File: config.mk
export PLATFORM = sky130hd
export DESIGN_NAME = pc_unit_flat
export DESIGN_NICKNAME = d
export VERILOG_FILES = /design/src/rtl/cpu_pkg.sv /design/src/rtl/pc_unit_if.sv /design/src/rtl/pc_ras.sv /design/src/rtl/pc_unit.sv /design/src/flat_wrapper.sv
export SDC_FILE = /design/constraint.sdc
export NUM_CORES = 1
export LEC_CHECK = 0
export ABC_AREA = 1
export BUFFER_PORTS_ARGS = -buffer_cell sky130_fd_sc_hd__buf_2
export CORE_MARGIN = 2
export CORE_UTILIZATION = 45
export CTS_BUF_LIST = sky130_fd_sc_hd__clkbuf_4
export DETAILED_ROUTE_END_ITERATION = 12
export GPL_ROUTABILITY_DRIVEN = 0
export SKIP_LAST_GASP = 1
export SYNTH_ARGS = -nofsm -noshare
export SYNTH_HDL_FRONTEND = slang
export SYNTH_SLANG_ARGS = --single-unit
File: constraint.sdc
create_clock -name clk -period 3.6 [get_ports clk]
set_input_delay 0 -clock clk [delete_from_list [all_inputs] [get_ports clk]]
set_output_delay 0 -clock clk [all_outputs]
set_load 0.01 [all_outputs]
File: src/rtl/cpu_pkg.sv
// Shared fetch-stage definitions: default address geometry, vectors and the PC source select.
package cpu_pkg;

    localparam int unsigned XLEN             = 32;
    localparam int unsigned DEF_STEP         = 4;
    localparam logic [31:0] DEF_RESET_VECTOR = 32'h0000_0000;
    localparam logic [31:0] DEF_TRAP_VECTOR  = 32'h0000_0100;
    localparam int unsigned DEF_RAS_DEPTH    = 4;

    // Listed in decreasing priority.
    typedef enum logic [2:0] {
        SrcTrap,
        SrcHold,
        SrcRet,
        SrcTarget,
        SrcSeq
    } pc_src_e;

endpackage

File: src/rtl/pc_unit_if.sv
// Control and status bundle between the fetch control logic and the program counter.
interface pc_unit_if #(
    parameter int unsigned WIDTH = cpu_pkg::XLEN
);
    logic             stall;
    logic             branch_taken;
    logic             call;
    logic             ret;
    logic [WIDTH-1:0] branch_target;
    logic             trap;
    logic [WIDTH-1:0] pc_out;
    logic [WIDTH-1:0] pc_next;
    logic             ras_empty;
    logic             ras_full;
    logic             ras_miss;

    modport master (
        output stall, branch_taken, call, ret, branch_target, trap,
        input  pc_out, pc_next, ras_empty, ras_full, ras_miss
    );

    modport slave (
        input  stall, branch_taken, call, ret, branch_target, trap,
        output pc_out, pc_next, ras_empty, ras_full, ras_miss
    );
endinterface

File: src/rtl/pc_ras.sv
// Circular return-address stack; pushing when full silently overwrites the oldest entry.
module pc_ras
    import cpu_pkg::*;
#(
    parameter int unsigned WIDTH = XLEN,
    parameter int unsigned DEPTH = DEF_RAS_DEPTH
) (
    input  logic             clk,
    input  logic             rst,
    input  logic             push,
    input  logic             pop,
    input  logic [WIDTH-1:0] push_data,
    output logic [WIDTH-1:0] top,
    output logic             empty,
    output logic             full
);
    localparam int unsigned PTR_W = $clog2(DEPTH);
    localparam int unsigned CNT_W = PTR_W + 1;

    logic [WIDTH-1:0] entry_q [DEPTH];
    logic [WIDTH-1:0] entry_d [DEPTH];
    logic [PTR_W-1:0] ptr_q, ptr_d;
    logic [CNT_W-1:0] count_q, count_d;
    logic [PTR_W-1:0] top_idx;

    assign top_idx = ptr_q - PTR_W'(1);
    assign top     = entry_q[top_idx];
    assign empty   = (count_q == '0);
    assign full    = (count_q == CNT_W'(DEPTH));

    always_comb begin
        entry_d = entry_q;
        ptr_d   = ptr_q;
        count_d = count_q;
        if (push) begin
            entry_d[ptr_q] = push_data;
            ptr_d          = ptr_q + PTR_W'(1);
            if (!full) begin
                count_d = count_q + CNT_W'(1);
            end
        end else if (pop) begin
            ptr_d   = ptr_q - PTR_W'(1);
            count_d = count_q - CNT_W'(1);
        end
    end

    always_ff @(posedge clk) begin
        if (rst) begin
            for (int i = 0; i < DEPTH; i++) begin
                entry_q[i] <= '0;
            end
            ptr_q   <= '0;
            count_q <= '0;
        end else begin
            entry_q <= entry_d;
            ptr_q   <= ptr_d;
            count_q <= count_d;
        end
    end

endmodule

File: src/rtl/pc_unit.sv
// Fetch-stage program counter: prioritised next-PC selection plus call/return prediction.
module pc_unit
    import cpu_pkg::*;
#(
    parameter int unsigned WIDTH        = XLEN,
    parameter int unsigned STEP         = DEF_STEP,
    parameter logic [31:0] RESET_VECTOR = DEF_RESET_VECTOR,
    parameter logic [31:0] TRAP_VECTOR  = DEF_TRAP_VECTOR,
    parameter int unsigned RAS_DEPTH    = DEF_RAS_DEPTH
) (
    input  logic        clk,
    input  logic        rst,
    pc_unit_if.slave    bus
);
    localparam logic [WIDTH-1:0] RST_VEC  = WIDTH'(RESET_VECTOR);
    localparam logic [WIDTH-1:0] TRAP_VEC = WIDTH'(TRAP_VECTOR);

    logic [WIDTH-1:0] pc_q, pc_d;
    logic             ras_miss_q, ras_miss_d;
    logic [WIDTH-1:0] pc_seq;
    logic [WIDTH-1:0] ras_top;
    logic             ras_empty;
    logic             ras_full;
    logic             ras_push;
    logic             ras_pop;
    logic             redirect_ok;
    pc_src_e          pc_src;

    assign pc_seq      = pc_q + WIDTH'(STEP);
    // RAS and miss tracking only move in cycles that actually advance normally.
    assign redirect_ok = !bus.stall && !bus.trap;
    assign ras_push    = redirect_ok && bus.call && !bus.ret;
    assign ras_pop     = redirect_ok && bus.ret && !ras_empty;

    always_comb begin
        if (bus.trap) begin
            pc_src = SrcTrap;
        end else if (bus.stall) begin
            pc_src = SrcHold;
        end else if (bus.ret) begin
            pc_src = SrcRet;
        end else if (bus.call || bus.branch_taken) begin
            pc_src = SrcTarget;
        end else begin
            pc_src = SrcSeq;
        end
    end

    always_comb begin
        pc_d = pc_seq;
        if (rst) begin
            pc_d = RST_VEC;
        end else begin
            unique case (pc_src)
                SrcTrap:   pc_d = TRAP_VEC;
                SrcHold:   pc_d = pc_q;
                SrcRet:    pc_d = ras_empty ? bus.branch_target : ras_top;
                SrcTarget: pc_d = bus.branch_target;
                SrcSeq:    pc_d = pc_seq;
                default:   pc_d = pc_seq;
            endcase
        end
    end

    assign ras_miss_d = redirect_ok && bus.ret && ras_empty;

    always_ff @(posedge clk) begin
        if (rst) begin
            pc_q       <= RST_VEC;
            ras_miss_q <= 1'b0;
        end else begin
            pc_q       <= pc_d;
            ras_miss_q <= ras_miss_d;
        end
    end

    pc_ras #(
        .WIDTH (WIDTH),
        .DEPTH (RAS_DEPTH)
    ) u_ras (
        .clk       (clk),
        .rst       (rst),
        .push      (ras_push),
        .pop       (ras_pop),
        .push_data (pc_seq),
        .top       (ras_top),
        .empty     (ras_empty),
        .full      (ras_full)
    );

    assign bus.pc_out    = pc_q;
    assign bus.pc_next   = pc_d;
    assign bus.ras_empty = ras_empty;
    assign bus.ras_full  = ras_full;
    assign bus.ras_miss  = ras_miss_q;

endmodule

File: src/flat_wrapper.sv
// flat-port wrapper written by rule: the top's interface ports become plain ports
module pc_unit_flat import cpu_pkg::*;
#(
    parameter int unsigned WIDTH        = XLEN,
    parameter int unsigned STEP         = DEF_STEP,
    parameter logic [31:0] RESET_VECTOR = DEF_RESET_VECTOR,
    parameter logic [31:0] TRAP_VECTOR  = DEF_TRAP_VECTOR,
    parameter int unsigned RAS_DEPTH    = DEF_RAS_DEPTH
)
  (clk, rst, bus_stall, bus_branch_taken, bus_call, bus_ret, bus_branch_target, bus_trap, bus_pc_out, bus_pc_next, bus_ras_empty, bus_ras_full, bus_ras_miss);
  pc_unit_if #(.WIDTH(WIDTH)) bus_i ();
  input  logic clk;
  input  logic rst;
  input wire logic [$bits(bus_i.stall)-1:0] bus_stall;
  input wire logic [$bits(bus_i.branch_taken)-1:0] bus_branch_taken;
  input wire logic [$bits(bus_i.call)-1:0] bus_call;
  input wire logic [$bits(bus_i.ret)-1:0] bus_ret;
  input wire logic [$bits(bus_i.branch_target)-1:0] bus_branch_target;
  input wire logic [$bits(bus_i.trap)-1:0] bus_trap;
  output wire logic [$bits(bus_i.pc_out)-1:0] bus_pc_out;
  output wire logic [$bits(bus_i.pc_next)-1:0] bus_pc_next;
  output wire logic [$bits(bus_i.ras_empty)-1:0] bus_ras_empty;
  output wire logic [$bits(bus_i.ras_full)-1:0] bus_ras_full;
  output wire logic [$bits(bus_i.ras_miss)-1:0] bus_ras_miss;
  assign bus_i.stall = bus_stall;
  assign bus_i.branch_taken = bus_branch_taken;
  assign bus_i.call = bus_call;
  assign bus_i.ret = bus_ret;
  assign bus_i.branch_target = bus_branch_target;
  assign bus_i.trap = bus_trap;
  assign bus_pc_out = bus_i.pc_out;
  assign bus_pc_next = bus_i.pc_next;
  assign bus_ras_empty = bus_i.ras_empty;
  assign bus_ras_full = bus_i.ras_full;
  assign bus_ras_miss = bus_i.ras_miss;
  pc_unit #(.WIDTH(WIDTH), .STEP(STEP), .RESET_VECTOR(RESET_VECTOR), .TRAP_VECTOR(TRAP_VECTOR), .RAS_DEPTH(RAS_DEPTH)) u_core (.clk(clk), .rst(rst), .bus(bus_i));
endmodule
==> out/metrics.cfg <==
[synth]
syn_area_sq_um=8250
synth_most_common_cell=nand2_1
synth_common_cells=nand2_1 (299), dfxtp_1 (166), a21oi_1 (156), o21ai_0 (151), nor2_1 (141)
ys_types=25
synth_top_area_frac=0.403
syn_inst=1252
synth-edff-count=0
ys.flop_type=dfxtp_1
ys_top_cells_by_area=dfxtp_1 (40%), nand2_1 (14%), a21oi_1 (9.5%), o21ai_0 (9.2%), nand3_1 (6.9%)
synthArstFlopShare=0
syn_nets=1297
yosys.area.top_type=dfxtp_1
yosys_register_bits=166
syn_avg_cell_area_sq_um=6.59
yosys_warnings=0
ys_seq_area_frac=0.403

[placed_design]
port_buffers=105
post-dp-hpwl_mm=17.5
dpl_cell_area_sq_um=8790
placed_cells=1522
dpl_worst_slack_ps=1150

[die]
core_sq_um=18000
die_w_um=139
rows=49
io_pins=106
dieHeight_um=139
start_util=0.459
die_area_sq_um=19400

[final_layout]
ff_latch_area_sq_um=3320
multi_input_area_sq_um=4220
drive_gt1_frac=0.123
n_fill_cell=1855
area_growth_pct=14.3
fin_cells=1594
finalInstanceArea_sq_um=9430
nets=1396
final_core_util=0.525

[min_path]
hold_class=primary input to register

[timing]
tns_ps=0
hold_viol_final=0
layout_setup_ws_ps=694
setup_viol=0
fin_crit_ps=2910
worst_pin_slew_ps=1020
timing.fmax_mhz=344
slew_viol_final=0
relSlewSlack=0.316
timing.final.crit_share=0.807
finClkSkew_ps=12.0
rsz0062_at_grt=no

[cts]
worstSkewPairLatency_ps=560
path_clk_slew_ps=130
cts_buffers=17
htreeDepth=4
cts_tree=done
clock-root-buffer=clkbuf_4
numClockSinks=166
post-cts-setup-buffer-count=0
clockBufferDepth=2

[detailed_routing]
drtIter0Drc=661
drcViolationCount=0
antenna_left=0
wl_per_cell_um=16.6
vias=8365
totalWireLength_mm=26.4
detail_route.first_pass.iterations=5
routed_via_density=5.25

[grt]
grt_start_max_net_pins=83
grt_first_pass_wirelength_mm=41.8
grt_pass1_vias=7565
overflow=0
antenna_found_initial=1
grt.total_usage=0.273

[job]
cap_violations=0

[setup_path]
cp.required_ps=3600
start_kind=register
worst_ep_arrival_time_ps=2910
crit_fanout=9
end_kind=output pin
critical_path_class=register to output pin

[power]
vdd_ir_drop_max_uv=261
power_leakage_nw=4.04
powerDensity_nw_per_um2=382

[status]
status=finished clean

==> path summary, 6_finish.rpt <==
path                                   startpoint                                   end  slack, ps  depth (start not counted)
min                                     bus_stall  u_core.u_ras.count_q[2]$_SDFFE_PP0P_         80                          6
max               u_core.bus.pc_out[2]$_SDFF_PP0_                        bus_pc_next[6]        690                          7
max reg2reg    u_core.u_ras.ptr_q[1]$_SDFFE_PP0P_       u_core.bus.pc_out[8]$_SDFF_PP0_        900                         11
min reg2reg  u_core.u_ras.entry_q[6]$_SDFFE_PP0P_  u_core.u_ras.entry_q[6]$_SDFFE_PP0P_        460                          2
==> registers in the layout (all words and copies together) (netlist names) <==
signal,flops
u_core.u_ras.ptr_q,2
u_core.u_ras.count_q,3
u_core.bus.ras_miss,1
u_core.u_ras.entry_q,128
u_core.bus.pc_out,32
==> stage by stage <==
| step | total power, W | hold WS [ps] |
|---|---|---|
| 5_1_grt | 0.00379 | 111 |
| 3_3_place_gp | 0.00259 | 248 |
| 3_5_place_dp | 0.00260 | 255 |
| 6_report | 0.00360 | 75.1 |
| 2_1_floorplan | 0.00239 | 151 |
| 4_1_cts | 0.00362 | 50.7 |
==> cell families after synthesis <==
| group | count (synthesis) | synth area share |
|---|---|---|
| compound gates | 323 | 0.199 |
| xor+xnor | 8 | 0.00850 |
| fa+ha+maj | 6 | 0.0100 |
| simple gates | 583 | 0.294 |
| buf+inv | 166 | 0.0857 |
| flops | 166 | 0.403 |
==> worst max-delay path, cell delays in order (launching register included) <==
cell and delay [ps]:
dfxtp_1 520, ha_1 340, nand2_1 130, o21ai_0 550, inv_1 130, o21ai_0 390, nor2_1 130, buf_2 160
==> where the power goes <==
| part | internal, W | switching, W |
|---|---|---|
| Combinational | 0.000229 | 0.000436 |
| Sequential | 0.00189 | 0.0000489 |
| Clock | 0.000331 | 0.000672 |
| Total | 0.00245 | 0.00116 |
==> cell usage in the layout, fill, tap and decap left out <==
master / Yosys / layout
nand2_2: 5 / 5
o21ai_0: 151 / 151
nor2_2: 5 / 5
nand3_1: 113 / 112
dfxtp_2: 0 / 1
inv_2: 5 / 5
diode_2: 0 / 1
buf_2: 29 / 105
inv_4: 1 / 1
o21ai_1: 7 / 7
ha_1: 5 / 5
dlygate4sd3_1: 0 / 39
fa_1: 1 / 1
clkinv_1: 3 / 7
nor3_1: 1 / 1
nor2_1: 141 / 141
nor2_4: 2 / 2
clkbuf_4: 0 / 17
a21oi_1: 156 / 156
nand4_1: 16 / 16
o21a_1: 8 / 8
buf_4: 12 / 13
inv_6: 0 / 1
clkinv_2: 0 / 4
nand3_4: 1 / 1
nand2_1: 299 / 299
bufinv_16: 0 / 1
xor2_1: 8 / 8
clkinvlp_4: 0 / 2
clkinv_4: 0 / 3
o21ai_2: 1 / 1
dfxtp_1: 166 / 165
inv_1: 80 / 80
nand3_2: 0 / 1
==> repair_timing <==
item | CTS | global route
resized for setup | 0 | 0
hold buffers | 39 | 0
hold endpoints to repair | 46 | 0
==> area by class of cell <==
cell class / instances / area share
repair buffers: 157 / 0.107
inverters: 89 / 0.0358
well taps: 229 / 0.0304
diodes: 1 / 0.000265
clock inverters: 15 / 0.0121
multi-input cells: 920 / 0.448
flip-flops and latches: 166 / 0.353
clock buffers: 17 / 0.0135
==> routing by layer <==
layer	up-vias	global-route usage	part of all wire
li1	4309	-	-
met1	3722	0.373	0.44
met2	293	0.433	0.46
met3	41	0.0499	0.068
met4	0	0.0999	0.028
met5	-	0	0
Note: power is estimated with default switching activity, not from simulation.
